[src/rtl/fact_accel_if.sv]
// Data-memory bus slice between the MIPS address decoder and the factorial
// accelerator: decoded write strobe, word select, write data, read data, busy.
interface fact_accel_if;
  logic        we;
  logic [1:0]  a;
  logic [31:0] wd;
  logic [31:0] rd;
  logic        busy;

  modport master (output we, a, wd, input  rd, busy);
  modport slave  (input  we, a, wd, output rd, busy);
endinterface

[src/rtl/fact_accel.sv]
// Memory-mapped iterative factorial accelerator: one 32x4 multiply per cycle.
// Define FACT_ERR_EN to flag n>12 as an error (result 0) instead of wrapping mod 2^32.
module fact_accel (
  input  logic         clk,
  input  logic         rst,
  fact_accel_if.slave  bus
);

  typedef enum logic [1:0] {
    IDLE = 2'd0,
    LOAD = 2'd1,
    CALC = 2'd2,
    DONE = 2'd3
  } state_e;

  typedef enum logic [1:0] {
    A_N      = 2'd0,
    A_GO     = 2'd1,
    A_STATUS = 2'd2,
    A_RESULT = 2'd3
  } addr_e;

  state_e      state_q, state_d;
  logic [3:0]  n_q, n_d;
  logic        go_q, go_d;
  logic [3:0]  cnt_q, cnt_d;
  logic [31:0] prod_q, prod_d;
  logic [31:0] result_q, result_d;
  logic        done_q, done_d;
  logic        err_q, err_d;

  logic        wr_n;
  logic        wr_go;
  logic        start;
  logic [31:0] prod_mul;

  assign wr_n     = bus.we && (bus.a == A_N);
  assign wr_go    = bus.we && (bus.a == A_GO);
  assign start    = wr_go && bus.wd[0] && ((state_q == IDLE) || (state_q == DONE));
  assign prod_mul = prod_q * {28'd0, cnt_q};

  always_comb begin
    // NOTE: every _d gets its hold value first so no path through this block infers a latch.
    state_d  = state_q;
    n_d      = n_q;
    go_d     = go_q;
    cnt_d    = cnt_q;
    prod_d   = prod_q;
    result_d = result_q;
    done_d   = done_q;
    err_d    = err_q;

    // Register writes land in any state; only a start from IDLE/DONE reaches the FSM.
    if (wr_n)  n_d  = bus.wd[3:0];
    if (wr_go) go_d = bus.wd[0];

    unique case (state_q)
      IDLE, DONE: begin
        if (start) begin
          state_d = LOAD;
          done_d  = 1'b0;
          err_d   = 1'b0;
        end
      end
      LOAD: begin
        // The operand is captured from n_q here; later N writes only change the register.
        cnt_d  = n_q;
        prod_d = 32'd1;
`ifdef FACT_ERR_EN
        if (n_q > 4'd12) begin
          err_d    = 1'b1;
          done_d   = 1'b1;
          result_d = 32'd0;
          state_d  = DONE;
        end else begin
          state_d  = CALC;
        end
`else
        state_d = CALC;
`endif
      end
      CALC: begin
        if (cnt_q > 4'd1) begin
          prod_d = prod_mul;
          cnt_d  = cnt_q - 4'd1;
        end else begin
          result_d = prod_q;
          done_d   = 1'b1;
          state_d  = DONE;
        end
      end
      default: state_d = IDLE;
    endcase
  end

  always_ff @(posedge clk) begin
    // NOTE: non-blocking assignments so every flop samples pre-edge values of the others.
    if (!rst) begin
      state_q  <= IDLE;
      n_q      <= 4'd0;
      go_q     <= 1'b0;
      cnt_q    <= 4'd0;
      prod_q   <= 32'd0;
      result_q <= 32'd0;
      done_q   <= 1'b0;
      err_q    <= 1'b0;
    end else begin
      state_q  <= state_d;
      n_q      <= n_d;
      go_q     <= go_d;
      cnt_q    <= cnt_d;
      prod_q   <= prod_d;
      result_q <= result_d;
      done_q   <= done_d;
      err_q    <= err_d;
    end
  end

  always_comb begin
    bus.rd = 32'd0;
    unique case (bus.a)
      A_N:      bus.rd = {28'd0, n_q};
      A_GO:     bus.rd = {31'd0, go_q};
      A_STATUS: bus.rd = {30'd0, err_q, done_q};
      A_RESULT: bus.rd = result_q;
      default:  bus.rd = 32'd0;
    endcase
  end

  assign bus.busy = (state_q == LOAD) || (state_q == CALC);

endmodule

[src/flat_wrapper.sv]
// flat-port wrapper written by rule: the top's interface ports become plain ports
module fact_accel_flat 
  (clk, rst, bus_we, bus_a, bus_wd, bus_rd, bus_busy);
  fact_accel_if bus_i ();
  input  logic clk;
  input  logic rst;
  input wire logic [$bits(bus_i.we)-1:0] bus_we;
  input wire logic [$bits(bus_i.a)-1:0] bus_a;
  input wire logic [$bits(bus_i.wd)-1:0] bus_wd;
  output wire logic [$bits(bus_i.rd)-1:0] bus_rd;
  output wire logic [$bits(bus_i.busy)-1:0] bus_busy;
  assign bus_i.we = bus_we;
  assign bus_i.a = bus_a;
  assign bus_i.wd = bus_wd;
  assign bus_rd = bus_i.rd;
  assign bus_busy = bus_i.busy;
  fact_accel u_core (.clk(clk), .rst(rst), .bus(bus_i));
endmodule
[config.mk]
export PLATFORM = sky130hd
export DESIGN_NAME = fact_accel_flat
export DESIGN_NICKNAME = d
export VERILOG_FILES = /design/src/rtl/fact_accel_if.sv /design/src/rtl/fact_accel.sv /design/src/flat_wrapper.sv
export SDC_FILE = /design/constraint.sdc
export NUM_CORES = 1
export LEC_CHECK = 0
export CORE_ASPECT_RATIO = 0.6
export CORE_MARGIN = 4
export CORE_UTILIZATION = 25
export CTS_CLUSTER_DIAMETER = 100
export DETAILED_ROUTE_END_ITERATION = 12
export HOLD_SLACK_MARGIN = 0.1
export PLACE_DENSITY = 0.45
export SLEW_MARGIN = 20
export SYNTH_ARGS = -nofsm -noshare
export SYNTH_HDL_FRONTEND = slang
export SYNTH_SLANG_ARGS = --single-unit
[constraint.sdc]
create_clock -name clk -period 8.2 [get_ports clk]
set_clock_uncertainty 0.15 [all_clocks]
set_input_delay 1.64 -clock clk [delete_from_list [all_inputs] [get_ports clk]]
set_output_delay 1.64 -clock clk [all_outputs]
set_load 0.005 [all_outputs]
==> impl_metrics.ini, run 1 <==
[critical_path]
worst_r2r_endpoint = u_core.prod_q[30]
slowest_delay_ns = 0.54
cp.arrival_ns = 3.42
r2r_slack_ns = 3.80
cp_slowest_cell = mux4_2
crit_family = buffers and inverters
critPathMostFrequentCell = clkdlybuf4s50_1
cp_cell_sequence = clkdlybuf4s50_1 > buf_4 > mux4_2 > clkdlybuf4s50_1
r2r-start = u_core.cnt_q[3]
critical_path_buf_inv_count = 3
critPathKind = primary input to primary output
crit_fanout = 33
end_kind = primary output
startpoint_type = primary input
r2r_cells = 14
crit_required_ns = 6.41

[clocking]
cts_buffer_depth = 2
htreeDepth = 3
ctsResizeCount = 0
clock_sinks = 76
post_cts_buffers = 0
clkTransAtPathRegs_ns = 0.06
cts_tree = done
clk_latency_ns = 0.36
cts_root_buf = clkbuf_16
cts_made_buffers = 9
ctsHoldBuffers = 0

[placed_design]
dp_hpwl_mm = 15.1
post_dp_cell_area_um2 = 7810
io_buffers = 41
place_congestion = 0.838

[drt]
first_pass_iters = 4
drc = 0
wl_mm = 20.3
drtAntennaViolNets = 0
via_per_inst = 4.55
first_iter_violations = 344
wire_per_inst_um = 15.8
vias = 5844

[finish]
drive_above_1_share = 0.0480
final.fill_count = 3054
regArea_um2 = 1520
area_delta_synth_final_pct = 15.0
fin_nets = 1042
multi_input_area_um2 = 4920
antenna_cells = 0
stdcell_area_um2 = 8140

[die]
initial_core_util = 0.255
dieHeight_um = 138
io_pins = 70
num_rows = 47
die_w_um = 225
die-area_um2 = 31200
core-area_um2 = 27800

[timing]
hold_violations = 0
fin_crit_sh = 0.636
rsz0062_at_grt = false
tightest_slew_ns = 1.00
slew_headroom = 0.331
period_minus_slack_ns = 5.21
fin_setup_tns_ns = 0
fmax_mhz = 192
setup_viol = 0
finalMaxSlewViolations = 0
worst_hold_slack_ns = 0.300

[yosys]
synth_top_area_cell = dfxtp_1
avgSynthCellArea_um2 = 7.87
synth_edf_count = 0
ys_seq_area_frac = 0.215
synthesis.nets = 1031
synth_ff_type = dfxtp_1
ys_warn_count = 0
synth-async-reset-ratio = 0
yosysTopAreaCellShare = 0.215
synth_area_um2 = 7080
netlist_instances = 900
synthTopCellsByArea = dfxtp_1, fa_1, and2_1, nand2_1, ha_1
ys_types = 60
ys_seq_elements = 76

[global_routing]
grt_max_degree = 59
grt_first_pass_wirelength_mm = 33.3
overflow = 0
grtUsageTotal = 0.134
grt_pass1_vias = 5867
antenna_found_initial = 0

[run]
cap_violations = 0

[hold_path]
hp-start = u_core.result_q[10]
hold_depth = 2
min_path_type = flip-flop to flip-flop
hold_end = u_core.result_q[10]

[run_status]
status = finished clean

[power]
irDropWorstVdd_mv = 0.121
p_leak_uw = 0.00346
power.density_nw_per_um2 = 153
where the power goes:
part / internal (uW) / leakage (uW) / switching, uW / total (uW)
Sequential: 387 / 0.000614 / 56.0 / 443
Combinational: 99.3 / 0.00269 / 243 / 343
Clock: 272 / 0.000163 / 190 / 463
final cells by class:
cell class,count,share of cell area
Sequential cell,76,0.187
Inverter,119,0.0548
Timing Repair Buffer,49,0.0572
Clock buffer,9,0.0277
Tap cell,367,0.0564
Clock inverter,7,0.0131
Multi-Input combinational cell,656,0.604
cell usage after synthesis, drive strengths merged (2+ instances only):
library cell	n
a211oi	6
a21boi	36
a21o	6
a21oi	42
a22o	4
a22oi	9
a31o	2
a31oi	3
a32oi	2
a41oi	2
and2	95
and3	33
buf	9
clkbuf	40
dfxtp	76
fa	57
ha	37
inv	119
mux2	2
mux2i	5
nand2	147
nand2b	2
nand3	9
nand3b	2
nand4	10
nor2	25
nor2b	19
nor3	3
o211a	4
o211ai	3
o21a	2
o21ai	39
o21bai	5
o31ai	2
or3	3
xnor2	16
xor2	15
placed cells by master, fill, tap and decap left out, types with 3 or more instances in the layout:
cell type        count
a211oi_1             5
a21boi_0            17
a21boi_1            19
a21o_1               6
a21oi_1             41
a22o_1               4
a22oi_1              9
and2_1              94
and3_1              33
buf_4                8
clkbuf_16            9
clkdlybuf4s50_1     40
dfxtp_1             75
fa_1                57
ha_1                37
inv_1              119
mux2i_1              5
nand2_1            147
nand3_1              8
nand4_1             10
nor2_1              24
nor2b_1             19
o211a_1              4
o21ai_0             20
o21ai_1             19
o21bai_1             4
or3_1                3
xnor2_1             16
xor2_1              15
how the worst max path moves through the flow:
stage | start | endpoint | depth (start not counted)
after floorplan | bus_a[0] | bus_rd[10] | 3
after global placement | bus_a[0] | bus_rd[0] | 4
after detailed placement | bus_a[0] | bus_rd[0] | 4
after CTS | bus_a[0] | bus_rd[0] | 4
after global routing | bus_a[0] | bus_rd[0] | 4
final | bus_a[0] | bus_rd[0] | 4
metal layers:
layer | global-route usage | share of wire
met1 | 0.224 | 0.59
met2 | 0.171 | 0.36
met3 | 0.0290 | 0.041
met4 | 0.0232 | 0.0074
met5 | 0 | 0
flip-flops by register name, indices dropped and copies added (netlist names):
register         flops
u_core.cnt_q         4
u_core.result_q     32
u_core.prod_q       32
u_core.n_q           4
u_core.state_q       2
u_core.done_q        1
u_core.go_q          1
kinds of logic (layout without fill, tap and decap cells):
family | count (synthesis) | count (layout) | share of synthesized area
AO/OA/AOI/OAI | 172 | 172 | 0.165
XOR/XNOR | 31 | 31 | 0.0383
adder cells (fa/ha/maj) | 94 | 94 | 0.227
buffers and inverters | 168 | 184 | 0.0907
flip-flops | 76 | 76 | 0.215
multiplexers | 8 | 8 | 0.0134
AND/OR/NAND/NOR | 351 | 351 | 0.251
worst register-to-register path, cell delays in order, from the launching register on:
cell and delay (ns):
dfxtp_1 0.52, buf_4 0.33, and2_1 0.21, fa_1 0.53, inv_1 0.05, fa_1 0.53, inv_1 0.04, ha_1 0.41
a21oi_1 0.34, o21ai_0 0.35, a21oi_1 0.29, o211ai_1 0.12, a32oi_2 0.18, xnor2_1 0.14, o21ai_1 0.07
per-stage QoR:
step           cells  power [uW]  setup slack, ns   util
2_1_floorplan    900         653             4.18      -
3_3_place_gp    1267         797             2.97  0.281
3_5_place_dp    1267         798             2.97  0.281
4_1_cts         1283        1270             2.97  0.293
5_1_grt         1283        1320             2.92  0.293
6_report        1283        1250             2.99  0.293
No activity file was read; power rests on OpenSTA's default activity.
==> run 2, diff against run 1 <==
- clock period: 8.2 -> 5.06 ns (I/O delays scaled with it)
==> run 2 against run 1 <==
Effect of this change: final cell count is 0.31% higher; total power increased by 62%; register-to-register slack got worse by 3.2 ns; count of clock-buffer cells in the layout rose by 1; sequential power is 59% higher; sequential share of layout area decreased by 0.081 points; die area did not move; critical path depth up 10; critical path type is now flip-flop to flip-flop; critical endpoint is now u_core.prod_q[24]; largest cell class unchanged; highest routed layer unchanged.
==> impl_metrics.ini, run 2 (synthesis results as in run 1) <==
[run_status]
status = finished clean

[clocking]
ctsResizeCount = 0
clkTransAtPathRegs_ns = 0.06
cts_root_buf = clkbuf_16
clk_latency_ns = 0.36
cts_made_buffers = 9
cts_buffer_depth = 2
cts_tree = done
ctsHoldBuffers = 0
htreeDepth = 3
clock_sinks = 76
post_cts_buffers = 0

[critical_path]
cp.arrival_ns = 4.53
critical_path_buf_inv_count = 3
cp_cell_sequence = buf_4 > and2_1 > fa_1 > inv_1 > fa_1 > inv_1 > ha_1 > a21oi_1 > o21ai_0 > a22o_1 > a31oi_1 > a21oi_1 > xnor2_1 > o21ai_1
crit_required_ns = 5.12
cp-startpoint = u_core.cnt_q[3]
critPathKind = flip-flop to flip-flop
cp_slowest_cell = fa_1
crit_family = adder cells
slowest_delay_ns = 0.55
end_kind = flip-flop
crit_fanout = 12
startpoint_type = flip-flop
r2r-start = u_core.cnt_q[3]

[run]
cap_violations = 0

[finish]
antenna_cells = 0
final.fill_count = 3025
final_cell_mix = nand2_1, inv_1, and2_1
area_delta_synth_final_pct = 15.4
stdcell_area_um2 = 8170
layout_commonest_cell = nand2_1
drive_above_1_share = 0.0511
top_regs = u_core.prod_q (32), u_core.result_q (32)
fin_nets = 1047

[die]
die-area_um2 = 31200
die_w_um = 225
core-area_um2 = 27800
dieHeight_um = 138
initial_core_util = 0.255
num_rows = 47
io_pins = 70

[timing]
tightest_slew_ns = 0.935
period_minus_slack_ns = 4.47
slew_headroom = 0.377
setup_viol = 0
fin_setup_tns_ns = 0
hold_violations = 0
fmax_mhz = 224
fin_crit_sh = 0.883
finalMaxSlewViolations = 0
rsz0062_at_grt = false

[global_routing]
grt_first_pass_wirelength_mm = 33.9
antenna_found_initial = 0
grt_max_degree = 36
overflow = 0
grtUsageTotal = 0.137
grt_pass1_vias = 5941

[power]
switchingPower_uw = 776
p_sw_frac = 0.384
pwr-share-comb = 0.291
p_leak_uw = 0.00348
irDropWorstVdd_mv = 0.215
pwr-share-seq = 0.348
p_int_uw = 1240
p_clk_frac = 0.360
power.density_nw_per_um2 = 247

[hold_path]
hp-start = u_core.result_q[17]
min_path_type = flip-flop to flip-flop

[drt]
wl_mm = 20.6
wire_per_inst_um = 16.0
via_per_inst = 4.59
drc = 0
first_pass_iters = 4
vias = 5910
first_iter_violations = 376
drtAntennaViolNets = 0

[placed_design]
place_congestion = 0.832
io_buffers = 41
post_dp_cell_area_um2 = 7850
dp_hpwl_mm = 15.7
==> run 2: layer usage <==
| layer | part of all wire | GRT usage | vias to the layer above |
|---|---|---|---|
| met4 | 0.0087 | 0.0200 | 0 |
| li1 | - | - | 2949 |
| met5 | 0 | 0 | - |
| met1 | 0.58 | 0.225 | 2842 |
| met3 | 0.043 | 0.0322 | 14 |
| met2 | 0.37 | 0.179 | 105 |
==> run 2: worst register-to-register path, stage by stage (launching register included) <==
cell and delay [ns]:
dfxtp_1 0.52, buf_4 0.31, and2_1 0.19, fa_1 0.55
inv_1 0.06, fa_1 0.54, inv_1 0.04, ha_1 0.39
a21oi_1 0.33, o21ai_0 0.20, a22o_1 0.26, a31oi_1 0.26
a21oi_1 0.13, xnor2_1 0.30, o21ai_1 0.09
==> run 2: path summary, 6_finish.rpt <==
| check | slack (ns) | to | depth (start not counted) |
|---|---|---|---|
| setup / recovery | 0.59 | u_core.prod_q[24] | 14 |
| hold / removal | 0.30 | u_core.result_q[17] | 2 |
| setup reg to reg | 0.59 | u_core.prod_q[24] | 14 |
| hold reg to reg | 0.30 | u_core.result_q[17] | 2 |
==> run 2: metrics by stage <==
step	util	std cells	worst slack [ns]	total power (uW)	hold slack (ns)
2_1_floorplan	-	900	1.28	1060	0.281
3_3_place_gp	0.283	1272	0.700	1310	0.289
3_5_place_dp	0.283	1272	0.648	1310	0.294
4_1_cts	0.294	1287	0.626	2050	0.302
5_1_grt	0.294	1287	0.333	2140	0.323
6_report	0.294	1287	0.591	2020	0.300
==> run 2: cell type report <==
class | count | area (um^2) | share of cell area
flip-flops and latches | 76 | 1520 | 0.186
well taps | 367 | 459 | 0.0562
multi-input cells | 656 | 4920 | 0.602
inverters | 119 | 447 | 0.0547
clock buffers | 10 | 239 | 0.0292
clock inverters | 5 | 85.1 | 0.0104
repair buffers | 54 | 503 | 0.0615
==> run 2: power by group through the flow <==
stage               combinational, uW  sequential, uW  clock [uW]
finish                            589             704         728
floorplan                         395             663           0
CTS                               598             704         753
detailed placement                596             717           0
global route                      653             711         774
global placement                  597             718           0
